**src/rtl/softmax_sequencer_pkg.sv**
```systemverilog
// Shared types and sizing helpers for the softmax sequencer.
package softmax_sequencer_pkg;

  typedef enum logic [2:0] {
    IDLE     = 3'd0,
    COLLECT  = 3'd1,
    START    = 3'd2,
    STREAM   = 3'd3,
    WAIT_SUM = 3'd4,
    HOLD     = 3'd5
  } state_e;

  localparam int TIMEOUT_CYCLES_DEFAULT = 255;
  // Timeout counter must be able to hold the value TIMEOUT_CYCLES itself
  localparam int TMO_CNT_W = $clog2(TIMEOUT_CYCLES_DEFAULT + 1);

  // Width of a timeout counter able to represent 0..cycles
  function automatic int tmo_cnt_width(input int cycles);
    return (cycles < 1) ? 1 : $clog2(cycles + 1);
  endfunction

  // Width of an index addressing 0..n-1
  function automatic int idx_width(input int n);
    return (n < 2) ? 1 : $clog2(n);
  endfunction

endpackage

```
**src/rtl/softmax_sequencer_frame_buffer.sv**
```systemverilog
// Frame buffer: one synchronous write port, one combinational read port.
module sequencer_frame_buffer
  import softmax_sequencer_pkg::*;
#(
  parameter int DATA_SIZE      = 32,
  parameter int NUMBER_OF_DATA = 10,
  parameter int ADDR_W         = idx_width(NUMBER_OF_DATA)
) (
  input  logic                 clock_i,
  input  logic                 wr_en_i,
  input  logic [ADDR_W-1:0]    wr_addr_i,
  input  logic [DATA_SIZE-1:0] wr_data_i,
  input  logic [ADDR_W-1:0]    rd_addr_i,
  output logic [DATA_SIZE-1:0] rd_data_o
);

  localparam logic [ADDR_W-1:0] LAST_ADDR = ADDR_W'(NUMBER_OF_DATA - 1);

  logic [DATA_SIZE-1:0] mem_q [NUMBER_OF_DATA];

  // Store accepted words; contents are deliberately not reset
  always_ff @(posedge clock_i) begin
    if (wr_en_i && (wr_addr_i <= LAST_ADDR)) begin
      mem_q[wr_addr_i] <= wr_data_i;
    end
  end

  assign rd_data_o = (rd_addr_i <= LAST_ADDR) ? mem_q[rd_addr_i] : '0;

endmodule

```
**src/rtl/softmax_sequencer.sv**
```systemverilog
// Softmax sequencer: collects a frame of words, streams it to the downscale
// stage behind a start pulse, then waits (bounded) for the adder's sum and
// holds it until the consumer takes it.
module softmax_sequencer
  import softmax_sequencer_pkg::*;
#(
  parameter int DATA_SIZE      = 32,
  parameter int NUMBER_OF_DATA = 10,
  parameter int TIMEOUT_CYCLES = 255
) (
  input  logic                 clock_i,
  input  logic                 reset_i,
  input  logic                 src_valid_i,
  input  logic [DATA_SIZE-1:0] src_data_i,
  output logic                 src_ready_o,
  output logic                 pipe_start_o,
  output logic [DATA_SIZE-1:0] pipe_data_o,
  output logic                 pipe_data_valid_o,
  input  logic [DATA_SIZE-1:0] sum_i,
  input  logic                 sum_valid_i,
  output logic [DATA_SIZE-1:0] result_o,
  output logic                 result_valid_o,
  input  logic                 result_ready_i,
  output logic                 busy_o,
  output logic                 timeout_o,
  output logic [15:0]          frame_cnt_o
);

  localparam int IW = idx_width(NUMBER_OF_DATA);
  localparam int TW = tmo_cnt_width(TIMEOUT_CYCLES);
  localparam logic [IW-1:0] LAST_IDX = IW'(NUMBER_OF_DATA - 1);
  // Last counter value seen in WAIT_SUM before the count reaches TIMEOUT_CYCLES
  localparam logic [TW-1:0] TMO_LAST = TW'(TIMEOUT_CYCLES - 1);

  state_e               state_q, state_d;
  logic [IW-1:0]        wr_idx_q, rd_idx_q;
  logic [TW-1:0]        tmo_q;
  logic                 src_ready_q, pipe_start_q, pipe_valid_q;
  logic                 result_valid_q, busy_q, timeout_q;
  logic [DATA_SIZE-1:0] result_q, rd_data;
  logic [15:0]          frame_cnt_q;
  logic                 xfer, tmo_expire, hold_done;

  // A word moves only when we advertise ready; ready is a registered state decode
  assign xfer       = src_valid_i & src_ready_q;
  // The sum wins over an expiring timeout on the same cycle
  assign tmo_expire = (state_q == WAIT_SUM) && !sum_valid_i && (tmo_q == TMO_LAST);
  assign hold_done  = (state_q == HOLD) && result_ready_i;

  sequencer_frame_buffer #(
    .DATA_SIZE      (DATA_SIZE),
    .NUMBER_OF_DATA (NUMBER_OF_DATA),
    .ADDR_W         (IW)
  ) u_buf (
    .clock_i   (clock_i),
    .wr_en_i   (xfer),
    .wr_addr_i (wr_idx_q),
    .wr_data_i (src_data_i),
    .rd_addr_i (rd_idx_q),
    .rd_data_o (rd_data)
  );

  // Next-state selection for the frame sequencer
  always_comb begin
    state_d = state_q;
    case (state_q)
      IDLE:     if (xfer) state_d = COLLECT;
      COLLECT:  if (xfer && (wr_idx_q == LAST_IDX)) state_d = START;
      START:    state_d = STREAM;
      STREAM:   if (rd_idx_q == LAST_IDX) state_d = WAIT_SUM;
      WAIT_SUM: begin
        if (sum_valid_i)     state_d = HOLD;
        else if (tmo_expire) state_d = IDLE;
      end
      HOLD:     if (result_ready_i) state_d = IDLE;
      default:  state_d = IDLE;
    endcase
  end

  // State, indices, timeout counter and registered outputs
  always_ff @(posedge clock_i) begin
    if (reset_i) begin
      state_q        <= IDLE;
      wr_idx_q       <= '0;
      rd_idx_q       <= '0;
      tmo_q          <= '0;
      src_ready_q    <= 1'b1;
      pipe_start_q   <= 1'b0;
      pipe_valid_q   <= 1'b0;
      result_valid_q <= 1'b0;
      busy_q         <= 1'b0;
      timeout_q      <= 1'b0;
      result_q       <= '0;
      frame_cnt_q    <= '0;
    end else begin
      state_q        <= state_d;
      src_ready_q    <= (state_d == IDLE) || (state_d == COLLECT);
      pipe_start_q   <= (state_d == START);
      pipe_valid_q   <= (state_d == STREAM);
      result_valid_q <= (state_d == HOLD);
      busy_q         <= (state_d != IDLE);

      if (xfer) begin
        wr_idx_q <= (wr_idx_q == LAST_IDX) ? '0 : wr_idx_q + 1'b1;
      end

      if (state_q == STREAM) begin
        rd_idx_q <= (rd_idx_q == LAST_IDX) ? '0 : rd_idx_q + 1'b1;
      end

      // Counter is zero on every WAIT_SUM entry because it idles at zero elsewhere
      if (state_q != WAIT_SUM) begin
        tmo_q <= '0;
      end else if (!sum_valid_i && (tmo_q != TMO_LAST)) begin
        tmo_q <= tmo_q + 1'b1;
      end

      if ((state_q == WAIT_SUM) && sum_valid_i) begin
        result_q <= sum_i;
      end

      // Sticky until the next frame's first word is accepted
      if (tmo_expire) begin
        timeout_q <= 1'b1;
      end else if ((state_q == IDLE) && xfer) begin
        timeout_q <= 1'b0;
      end

      if (hold_done) begin
        frame_cnt_q <= frame_cnt_q + 16'd1;
      end
    end
  end

  assign src_ready_o       = src_ready_q;
  assign pipe_start_o      = pipe_start_q;
  assign pipe_data_valid_o = pipe_valid_q;
  assign pipe_data_o       = pipe_valid_q ? rd_data : '0;
  assign result_o          = result_q;
  assign result_valid_o    = result_valid_q;
  assign busy_o            = busy_q;
  assign timeout_o         = timeout_q;
  assign frame_cnt_o       = frame_cnt_q;

endmodule

```
**config.mk**
```make
export PLATFORM = sky130hd
export DESIGN_NAME = softmax_sequencer
export DESIGN_NICKNAME = d
export VERILOG_FILES = /design/src/rtl/softmax_sequencer_pkg.sv /design/src/rtl/softmax_sequencer_frame_buffer.sv /design/src/rtl/softmax_sequencer.sv
export SDC_FILE = /design/constraint.sdc
export NUM_CORES = 1
export LEC_CHECK = 0
export ABC_AREA = 1
export ABC_CLOCK_PERIOD_IN_PS = 4840
export CORE_ASPECT_RATIO = 2
export CORE_MARGIN = 2
export CORE_UTILIZATION = 42
export CTS_CLUSTER_DIAMETER = 120
export DETAILED_ROUTE_END_ITERATION = 6
export HOLD_SLACK_MARGIN = 0.02
export MAX_ROUTING_LAYER = met4
export SYNTH_ARGS = -nofsm -noshare
export SYNTH_HDL_FRONTEND = slang
export SYNTH_SLANG_ARGS = --single-unit
```
**constraint.sdc**
```tcl
create_clock -name clock_i -period 4.84 [get_ports clock_i]
set_input_delay 0.484 -clock clock_i [delete_from_list [all_inputs] [get_ports clock_i]]
set_output_delay 0.484 -clock clock_i [all_outputs]
set_load 0.01 [all_outputs]
```
==> results.md <==
- Status: finished clean
- Hold buffer count at cts: 0
- Max Clock Skew: 0.0142 ns
- CTS tree: yes
- Post-synth ARST share: 0%
- Die Wd: 143 µm
- I/O pin count: 155
- Yosys reg bits: 397
- Area Growth Syn to Fin: 19.0%
- WHS Path Cells: 2
- Share of post-route cells with drive strength above 1: 5.52%
- Layout fillers: 3,329
- GRT overflow: 0
- Worst setup margin: 1.37 ns
- Worst hold slack: 0.480 ns
- Most frequent cells after synthesis: edfxtp_1, inv_1, a21oi_1, nand2_1, o21ai_0
- CP most frequent cell: a21oi_1
- Site Rows: 101
- Overall die height: 281 µm
- Detailed-router iteration count before antenna repair: 5
- GPL Wtd Cong: 0.772
- Yosys top cell by area: edfxtp_1
- Avg WL per Cell: 17.7 µm
- First-pass GRT wire length: 57,500 µm
- Number of global-route vias before repair: 10,800
- DP HPWL: 22,200 µm
- H-Tree Depth: 2
- Min-Delay Path Class: flip-flop to flip-flop
- Clk Tree Root Cell: clkbuf_16
- Setup bufs post-CTS: 0
- Slowest stage cell, crit path: dfxtp_4
- Final hold violation count: 0
- Critical path peak fanout: 70
- Routed WL: 37,000 µm
- Initial DRC Count: 713
- PwrDens: 348 mW/mm²
- Slowest Stage Delay on Critical Path: 0.87 ns
- Pre-CTS setup slack: 1.85 ns
- Worst EP required: 4.36 ns
- Post-route ant nets: 0
- R2R cell count: 6
- Antenna diodes: 0
- Initial Utilization: 42.6%
- Syn Area/Cell: 11.0 µm²
- Register area share after synthesis: 69.0%
- Top-area cell type share of the netlist area: 59.5%
- Worst Setup Start Kind: flip-flop
- Routed vias: 10,800
- Final setup fails: 0
- Synthesized net count: 1,543
- Number of synthesized flops with an enable pin: 320
- Fin area: 0.0192 mm²
- Critical path arrival: 2.99 ns
- DR vias/cell: 5.13
- Leakage: 6.87 nW
- Critical path class: flip-flop to output pin
- GRT Total Usage: 19.1%
- Fin nets: 1,677
- Die footprint: 0.0401 mm²
- Worst-Margin Slew: 0.983 ns
- Crit path time final: 3.47 ns
- Post-Syn Area: 0.0162 mm²
- Setup crit end kind: output pin
- TritonCTS Buffers: 36
- Cell Area, Placed: 0.0181 mm²
- Remaining DRCs: 0
- Ys flop type: edfxtp_1
- Relative slew slack: 34.3%
- Core region area: 0.0379 mm²
- Max Cap Viol: 0
- CTS sink count: 397
- PortBufs: 154
- RSZ-0062 raised after global routing: no
- Synth area leaders: edfxtp_1, dfxtp_1, a21oi_1, inv_1, o21ai_0
- Count of cell types in the netlist: 35
- Initial antenna violation count: 0
- Worst-skew pair later-pin latency: 0.53 ns
- Clock Path Buffers: 3
- Slew Limit Fails: 0
- Post-CTS sizing: 0
- Worst-path cell chain: buf_12 > o21ai_0 > a21oi_1 > o21ai_1 > a21oi_1 > clkdlybuf4s50_1
- Count leader, synth: edfxtp_1
- Post-route clock period utilization: 71.7%
- Worst-path clk slew: 0.06 ns
- Ys Warns: 0
- Largest net degree at the start of global routing: 141
- Total power: 6.68 mW
- Setup TNS Final: 0 ns
- Highest Clock Rate: 0.288 GHz
- Max VDD drop: 0.000245 V
- Cells after synthesis: 1,471
metrics by stage:
stage / instances / utilization, %
after floorplan: 1471 / -
after global placement: 2030 / 47.8
after detailed placement: 2030 / 47.8
after CTS: 2094 / 50.7
after global routing: 2094 / 50.7
final: 2094 / 50.7
final timing paths:
check                           startpoint               to  slack, ns
worst min-delay path              tmo_q[0]         tmo_q[0]       0.48
worst max register to register  state_q[0]      result_o[3]       2.49
worst max-delay path             flip-flop  pipe_data_o[28]       1.37
worst min register to register    tmo_q[0]         tmo_q[0]       0.48
registers in the layout (all words and copies together) (netlist names), named ones only:
signal             flops
busy_o                 1
frame_cnt_o           16
pipe_data_valid_o      1
pipe_start_o           1
rd_idx_q               4
result_o              32
result_valid_o         1
src_ready_o            1
state_q                3
timeout_o              1
tmo_q                  8
u_buf.mem_q          320
wr_idx_q               4
area by class of cell:
class / instances / area (µm²) / area share [%]
clock inverters: 18 / 145 / 0.755
inverters: 210 / 788 / 4.10
repair buffers: 173 / 1720 / 8.96
clock buffers: 46 / 970 / 5.04
well taps: 463 / 579 / 3.01
flip-flops and latches: 397 / 11200 / 58.0
multi-input cells: 787 / 3860 / 20.1
per-layer routing:
layer | GRT usage, % | wire, µm | part of all wire [%] | vias to the layer above
met2 | 34.6 | 19800 | 53 | 260
met1 | 20.9 | 14500 | 39 | 5116
met5 | - | 0 | 0 | -
li1 | - | - | - | 5307
met3 | 3.36 | 1800 | 4.9 | 67
met4 | 6.37 | 907 | 2.5 | 0
placed cells by master, fill, tap and decap left out, types with 2 or more instances in the layout:
| master | instances |
|---|---|
| edfxtp_1 | 320 |
| inv_1 | 208 |
| a21oi_1 | 175 |
| nand2_1 | 173 |
| clkdlybuf4s50_1 | 154 |
| o21ai_0 | 131 |
| nor2_1 | 108 |
| dfxtp_1 | 75 |
| o21ai_1 | 58 |
| nand3_1 | 55 |
| o211ai_1 | 41 |
| clkbuf_16 | 37 |
| buf_4 | 16 |
| nor2_4 | 11 |
| nor3_1 | 11 |
| clkbuf_1 | 8 |
| clkinv_1 | 6 |
| clkinv_2 | 4 |
| nand4_1 | 3 |
| xor2_1 | 3 |
| ha_1 | 3 |
| clkinvlp_2 | 3 |
| clkinvlp_4 | 3 |
| buf_12 | 3 |
| a211oi_1 | 2 |
| xnor2_1 | 2 |
| dfxtp_4 | 2 |
| bufinv_16 | 2 |
worst max-delay path, delay by kind of cell, from the launching register on:
| family | cells | cell delay, ns |
|---|---|---|
| compound gates | 4 | 0.63 |
| buf+inv | 2 | 0.93 |
| flops | 1 | 0.87 |
cells by family after synthesis:
family	synth area share, %
compound gates	13.5
xor+xnor	0.271
fa+ha+maj	0.232
buf+inv	7.45
flops	69.0
simple gates	9.56
power breakdown:
| part | internal (mW) | switching (mW) | leakage [nW] |
|---|---|---|---|
| Combinational | 0.0732 | 0.116 | 2.82 |
| Sequential | 3.73 | 0.0114 | 3.52 |
| Clock | 1.53 | 1.22 | 0.529 |
| Total | 5.33 | 1.35 | 6.87 |
Power figures use the tool's default switching activity.
